`src/rtl/aes_pkg.sv`:
```
// Shared constants and FSM state encoding for the AES
// masked-table precompute controller.
package aes_pkg;

    localparam int AES_NUM_ROUNDS_128 = 10;

    typedef enum logic [2:0] {
        ST_IDLE,
        ST_MASK,
        ST_PC_START,
        ST_PC_WAIT,
        ST_ROUNDS,
        ST_OUT
    } aes_state_e;

endpackage

```
`src/rtl/aes_precomp_ctrl.sv`:
```
// Block sequencer: refreshes masks and precomputed tables when
// needed, then drives the round datapath and result handshake.
module aes_precomp_ctrl
    import aes_pkg::*;
#(
    parameter int NUM_ROUNDS     = AES_NUM_ROUNDS_128,
    parameter int REFRESH_BLOCKS = 1
) (
    input  logic       clk,
    input  logic       rst,
    input  logic       in_valid_i,
    output logic       in_ready_o,
    input  logic       enc_dec_i,
    input  logic       flush_i,
    output logic       mask_req_o,
    input  logic       mask_ack_i,
    output logic       mask_load_o,
    output logic       pc_start_o,
    output logic       pc_enc_dec_o,
    input  logic       pc_done_i,
    output logic       round_en_o,
    output logic [3:0] round_idx_o,
    output logic       last_round_o,
    output logic       out_valid_o,
    input  logic       out_ready_i,
    output logic       busy_o
);

    localparam int CW = $clog2(REFRESH_BLOCKS + 1);
    localparam logic [3:0] LAST = 4'(NUM_ROUNDS);
    localparam logic [CW-1:0] CTR_INIT = CW'(REFRESH_BLOCKS);

    aes_state_e    state;
    logic          blk_mode;
    logic          tbl_valid;
    logic          tbl_mode;
    logic [CW-1:0] blk_ctr;
    logic          flush_pend;
    logic [3:0]    rnd_ctr;
    logic          pc_armed;
    logic          need_refresh;

    // enc_dec_i is compared directly: it becomes blk_mode this cycle
    assign need_refresh = !tbl_valid || flush_i || flush_pend
                       || (enc_dec_i != tbl_mode)
                       || (blk_ctr == '0);

    always_ff @(posedge clk) begin
        if (rst) begin
            state      <= ST_IDLE;
            blk_mode   <= 1'b0;
            tbl_valid  <= 1'b0;
            tbl_mode   <= 1'b0;
            blk_ctr    <= '0;
            flush_pend <= 1'b0;
            rnd_ctr    <= 4'd0;
            pc_armed   <= 1'b0;
        end else begin
            if (flush_i) flush_pend <= 1'b1;
            unique case (state)
                ST_IDLE: begin
                    flush_pend <= 1'b0;
                    if (flush_i || flush_pend) tbl_valid <= 1'b0;
                    if (in_valid_i) begin
                        blk_mode <= enc_dec_i;
                        if (need_refresh) begin
                            state <= ST_MASK;
                        end else begin
                            state   <= ST_ROUNDS;
                            rnd_ctr <= 4'd1;
                        end
                    end
                end
                ST_MASK: begin
                    if (mask_ack_i) state <= ST_PC_START;
                end
                ST_PC_START: begin
                    state    <= ST_PC_WAIT;
                    pc_armed <= 1'b0;
                end
                ST_PC_WAIT: begin
                    // first wait cycle ignores a stale done
                    pc_armed <= 1'b1;
                    if (pc_armed && pc_done_i) begin
                        tbl_valid <= 1'b1;
                        tbl_mode  <= blk_mode;
                        blk_ctr   <= CTR_INIT;
                        state     <= ST_ROUNDS;
                        rnd_ctr   <= 4'd1;
                    end
                end
                ST_ROUNDS: begin
                    if (rnd_ctr == LAST) begin
                        state   <= ST_OUT;
                        rnd_ctr <= 4'd0;
                    end else begin
                        rnd_ctr <= rnd_ctr + 4'd1;
                    end
                end
                ST_OUT: begin
                    if (out_ready_i) begin
                        state      <= ST_IDLE;
                        flush_pend <= 1'b0;
                        if (flush_i || flush_pend) tbl_valid <= 1'b0;
                        if (blk_ctr != '0) blk_ctr <= blk_ctr - CW'(1);
                    end
                end
                default: state <= ST_IDLE;
            endcase
        end
    end

    assign in_ready_o   = (state == ST_IDLE);
    assign busy_o       = (state != ST_IDLE);
    assign mask_req_o   = (state == ST_MASK);
    assign mask_load_o  = mask_req_o && mask_ack_i;
    assign pc_start_o   = (state == ST_PC_START);
    assign pc_enc_dec_o = blk_mode
                       && ((state == ST_PC_START) || (state == ST_PC_WAIT));
    assign round_en_o   = (state == ST_ROUNDS);
    assign round_idx_o  = round_en_o ? rnd_ctr : 4'd0;
    assign last_round_o = round_en_o && (rnd_ctr == LAST);
    assign out_valid_o  = (state == ST_OUT);

endmodule
```
`config.mk`:
```
export PLATFORM = sky130hd
export DESIGN_NAME = aes_precomp_ctrl
export DESIGN_NICKNAME = d
export VERILOG_FILES = /design/src/rtl/aes_pkg.sv /design/src/rtl/aes_precomp_ctrl.sv
export SDC_FILE = /design/constraint.sdc
export NUM_CORES = 1
export LEC_CHECK = 0
export ABC_AREA = 0
export BUFFER_PORTS_ARGS = -buffer_cell sky130_fd_sc_hd__buf_2
export CAP_MARGIN = 5
export CELL_PAD_IN_SITES_DETAIL_PLACEMENT = 1
export CELL_PAD_IN_SITES_GLOBAL_PLACEMENT = 1
export CORE_MARGIN = 2
export CORE_UTILIZATION = 32
export DETAILED_ROUTE_END_ITERATION = 16
export GPL_ROUTABILITY_DRIVEN = 0
export PLACE_DENSITY_LB_ADDON = 0.25
export SETUP_SLACK_MARGIN = 0.1
export SLEW_MARGIN = 25
export SYNTH_ARGS = -nofsm -noshare
export SYNTH_HDL_FRONTEND = slang
export SYNTH_SLANG_ARGS = --single-unit
```
`constraint.sdc`:
```
create_clock -name clk -period 4.4 [get_ports clk]
set_input_delay 0.66 -clock clk [delete_from_list [all_inputs] [get_ports clk]]
set_output_delay 0.66 -clock clk [all_outputs]
set_load 0.005 [all_outputs]
```
==> Word level (Yosys, flattened, before mapping) <==
Index checks and enable logic that the tools add are counted.
{ "op_classes": {"n_addsub": 2, "n_eq_ne": 13, "muxes": 24, "bitwise": 1, "n_reduce_logical": 23} }
{ "op_table": {"columns": ["op", "n"], "rows": [
  ["4-bit 2-to-1 mux", 5],
  ["3-bit 2-to-1 mux", 6],
  ["3-bit case mux with 6 select lines", 1],
  ["4-bit case mux with 3 select lines", 1],
  ["3-bit nonzero test", 3],
  ["1-bit 2-to-1 mux", 7],
  ["3-bit by 2-bit == test with 1-bit output (second input constant)", 2],
  ["3-bit == test (second input constant)", 2],
  ["1-bit logical OR", 6],
  ["2-bit by 1-bit != test with 1-bit output (second input constant)", 3],
  ["2-bit != test (second input constant)", 3],
  ["1-bit case mux with 2 select lines", 3],
  ["3-bit AND reduction", 2],
  ["5-bit AND reduction", 1],
  ["4-bit by 1-bit adder with 4-bit output (second input constant)", 1],
  ["4-bit == test (second input constant)", 1],
  ["1-bit logical AND", 4],
  ["2-bit AND reduction", 2],
  ["4-bit AND reduction", 1],
  ["2-bit nonzero test", 2],
  ["3-bit by 1-bit == test with 1-bit output (second input constant)", 1],
  ["3-bit logical NOT", 1],
  ["1-bit case mux with 3 select lines", 1],
  ["1-bit logical NOT", 1],
  ["other kinds (3)", 3]
]} }
{ "word_totals": {"ff_bits": 13, "inputBits": 8, "out_inout_bits": 13, "elab_cells": 71} }

==> Longest topological paths before layout <==
{ "logic_depth": {"ltp_word": 8, "mapped_depth": 7, "ltp_nobuf": 6} }

==> Worst setup path after synthesis <==
No wires, ideal clock.
{ "synth_timing": {"path_type": "register to output", "startpoint": "reg state[0]", "endpoint": "out round_idx_o[1]", "arrival_time_ns": 1.078, "required_ns": 3.740, "setup_slack_ns": 2.662, "path_stages_with_launch": 6, "n_path_buf": 2, "path_cell_list": "dfxtp_1 buf_6 or3b_1 buf_6 clkinv_4 and2_1"} }
{ "synth_between": {"elab_chain_cells": 2} }
{ "synth_rtl": {"columns": ["item", "line_no", "rtl"], "rows": [
  ["start: declaration", "aes_precomp_ctrl.sv:33", "aes_state_e state;"],
  ["start signal: assignment", "aes_precomp_ctrl.sv:50", "state <= ST_IDLE;"],
  ["start signal: assignment", "aes_precomp_ctrl.sv:67", "state <= ST_MASK;"],
  ["start signal: assignment", "aes_precomp_ctrl.sv:69", "state <= ST_ROUNDS;"],
  ["3-bit == test", "aes_precomp_ctrl.sv:120", "assign round_en_o = (state == ST_ROUNDS);"],
  ["net round_en_o", "aes_precomp_ctrl.sv:21", "output logic round_en_o,"],
  ["4-bit 2-to-1 mux", "aes_precomp_ctrl.sv:121", "assign round_idx_o = round_en_o ? rnd_ctr : 4'd0;"],
  ["end: declaration", "aes_precomp_ctrl.sv:22", "output logic [3:0] round_idx_o,"]
]} }
The timed path passes the listed nets, and every way through them passes these cells.

==> Worst setup path after layout <==
{ "layout_timing": {"startpoint": "reg state[2]", "endpoint": "out round_idx_o[1]"} }
{ "layout_between": {"elab_chain_cells": 2} }
{ "layout_rtl": {"columns": ["item", "line_no"], "rows": [
  ["3-bit == test", "aes_precomp_ctrl.sv:120"],
  ["4-bit 2-to-1 mux", "aes_precomp_ctrl.sv:121"]
]} }
No other way between the ends.

==> summary.md <==
| Metric | Value |
|---|---|
| Overall die height | `53.48 um` |
| Antenna Cells | `0` |
| Depth of the CTS H-tree | `1` |
| Outcome | `finished clean` |
| First drt pass iteration count | `4` |
| Startpoint class of the critical path | `flop` |
| Final Hold Viols | `0` |
| Clock Tree Buf Depth | `2` |
| Crit Path Class | `reg2out` |
| Critical-path top delay cell | `dfxtp_1` |
| Maximum vdd drop | `0.1546 mV` |
| Post-Syn Area per Cell | `8.245 um2` |
| Slew Viols, Final | `0` |
| Max Clk Rate | `423.3 MHz` |
| Final Instance Area | `907.1 um2` |
| I/O pin total | `21` |
| TritonCTS Buffers | `3` |
| Most common cell after layout, fill and taps aside | `buf_2` |
| Hold buffer count at CTS | `0` |
| R2r worst-path depth | `5` |
| Antenna Nets Post-Route | `0` |
| Initial Utilization | `34.74%` |
| Hold Path Cell Cnt | `2` |
| CP Capture Type | `primary output` |
| Max cap viols | `0` |
| Die width | `53.48 um` |
| FP Rows | `17` |
| Setup Fix Bufs, Post-CTS | `0` |
| Final worst path period share | `53.69%` |
| Arrival time worst endpoint | `1.70 ns` |
| Pwr/cell area | `330.7 nW/um2` |
| Die ar. | `2860 um2` |
| RSZ-0062 raised after global routing | `no` |
| Clock Latency Late Sink | `0.28 ns` |
| Mapped Area | `783.3 um2` |
| Remaining routing DRC violations | `0` |
| Port bufs | `20` |
| Wire length per cell | `14.55 um` |
| Nets@finish | `124` |
| Largest net degree at the start of global routing | `18` |
| Core Area | `2255 um2` |
| Global-route wire length before repair | `3263 um` |
| CTS resizes | `0` |
| Initial antenna violation count | `0` |
| Most frequent cells in the layout | `20 x buf_2, 13 x dfxtp_1, 9 x nor2_1` |
| Vias per cell | `5.404` |
| CTS tree | `yes` |
| Setup_tns | `0 ns` |
| Post-Route WL | `2052 um` |
| Sink Count | `13` |
| Synth warn | `0` |
| Min-delay worst type | `reg2reg` |
| CP max stage delay | `0.56 ns` |
| Crit Path Max Fanout | `12` |
| Net Count, Synth | `105` |
| Area after DPL | `880.8 um2` |
| Seq/Total Area, Yosys | `33.23%` |
| Area growth from synthesis to final layout | `15.81%` |
| Clock-pin slew on the worst setup and hold paths | `0.08 ns` |
| WP depth | `4` |
| Finished Core Util | `40.23%` |
| # setup viols final | `0` |
| DRT iter0 DRCs | `12` |
| Worst Path Required | `3.74 ns` |
| Syn Inst Count | `95` |
| Min cycle time layout | `2.362 ns` |
| Top delay family on crit path | `simple AND/OR/NAND/NOR gates` |
| Worst Skew | `0.003776 ns` |
| Worst Max-Slew Pin Slew | `0.5127 ns` |
| Leakage | `0.3920 nW` |
| Dpl hpwl | `1541 um` |
| Number of fill cells | `303` |
| Slew margin rel. | `65.77%` |
| Root buf cell | `clkbuf_4` |
| FF+latch count, synth | `13` |
| Worst Path Buf+Inv | `2` |
| Gr ovfl total | `0` |
| Share of Yosys cell area claimed by the top area cell type | `33.23%` |
| Synth area leaders | `dfxtp_1 33%, nor2_1 4.3%, a21oi_1 3.8%` |
| Vias in the first global route | `700` |
| Layout cell share with drive strength beyond 1 | `23.01%` |
| Worst-path cell chain | `or3b_1 -> clkinv_4 -> and2_1 -> buf_2` |
| Largest area contributor in the netlist | `dfxtp_1` |
| GR Util All Layers | `16.27%` |
| Post-synthesis cell type count | `40` |
| Vias post-DR | `762` |
Yosys cell counts, drive strengths merged:
master and n:
dfxtp 13, nor2 9, inv 7, nand2 7, a21oi 6, and2 4, clkbuf 4, nand3b 4
nand2b 3, nor2b 3, nor3 3, a31o 2, buf 2, ha 2, mux2i 2, o21ai 2
a211o 1, a211oi 1, a221oi 1, a311oi 1, a31oi 1, a32oi 1, a41o 1, a41oi 1
and3 1, and4 1, clkinv 1, mux2 1, nand3 1, o211ai 1, o21a 1, o311ai 1
o32ai 1, or2 1, or3b 1, or4 1, or4b 1, xnor2 1
tightest hold or removal path: stages (launching register included):
cell and delay (ns):
dfxtp_1 0.32, nand2_1 0.05, a21oi_1 0.05
cell type report:
class                      count  area, um2  area share (%)
inverter                       8      35.03           3.862
clock buffer                   4      26.28           2.897
multi-input combinational     68      450.4           49.66
timing repair buffer          20      100.1           11.03
tap                           28      35.03           3.862
sequential                    13      260.3           28.69
final timing paths:
check                               from  slack (ns)             end
worst max-delay path            state[2]        2.04  round_idx_o[1]
worst min-delay path            blk_mode        0.47        blk_mode
worst max register to register  state[2]        2.45      rnd_ctr[2]
worst min register to register  blk_mode        0.47        blk_mode
logic make-up (layout without fill, tap and decap cells):
logic type	count (synthesis)	after routing	synth area share, %
simple gates	40	40	29.07
compound gates	22	22	20.13
buf+inv	14	32	9.265
flops	13	13	33.23
mux	3	3	3.994
fa+ha+maj	2	2	3.194
xor+xnor	1	1	1.118
state kept, by name (all words and copies together) (netlist names):
register / cells
blk_ctr: 1
blk_mode: 1
flush_pend: 1
pc_armed: 1
rnd_ctr: 4
state: 3
tbl_mode: 1
tbl_valid: 1
power by group:
part / internal, mW / switching (mW)
Combinational: 0.0379 / 0.0407
Clock: 0.0351 / 0.0409
Sequential: 0.126 / 0.0195
layer usage:
metal,up-vias,part of all wire [%],global-route usage (%)
li1,370,-,-
met1,366,45,20.82
met2,22,49,25.51
met3,4,4.5,3.672
met4,0,1.1,7.692
met5,-,0,0
through the flow:
stage	setup slack, ns	hold slack (ns)	cells	power, mW
final	2.038	0.4736	141	0.3000
after global routing	1.962	0.4978	141	0.3218
after CTS	2.034	0.4758	141	0.3051
after detailed placement	2.354	0.4658	137	0.2274
after global placement	2.422	0.4592	137	0.2234
after floorplan	2.662	0.4428	95	0.2024
No activity file was read; power rests on OpenSTA's default activity.
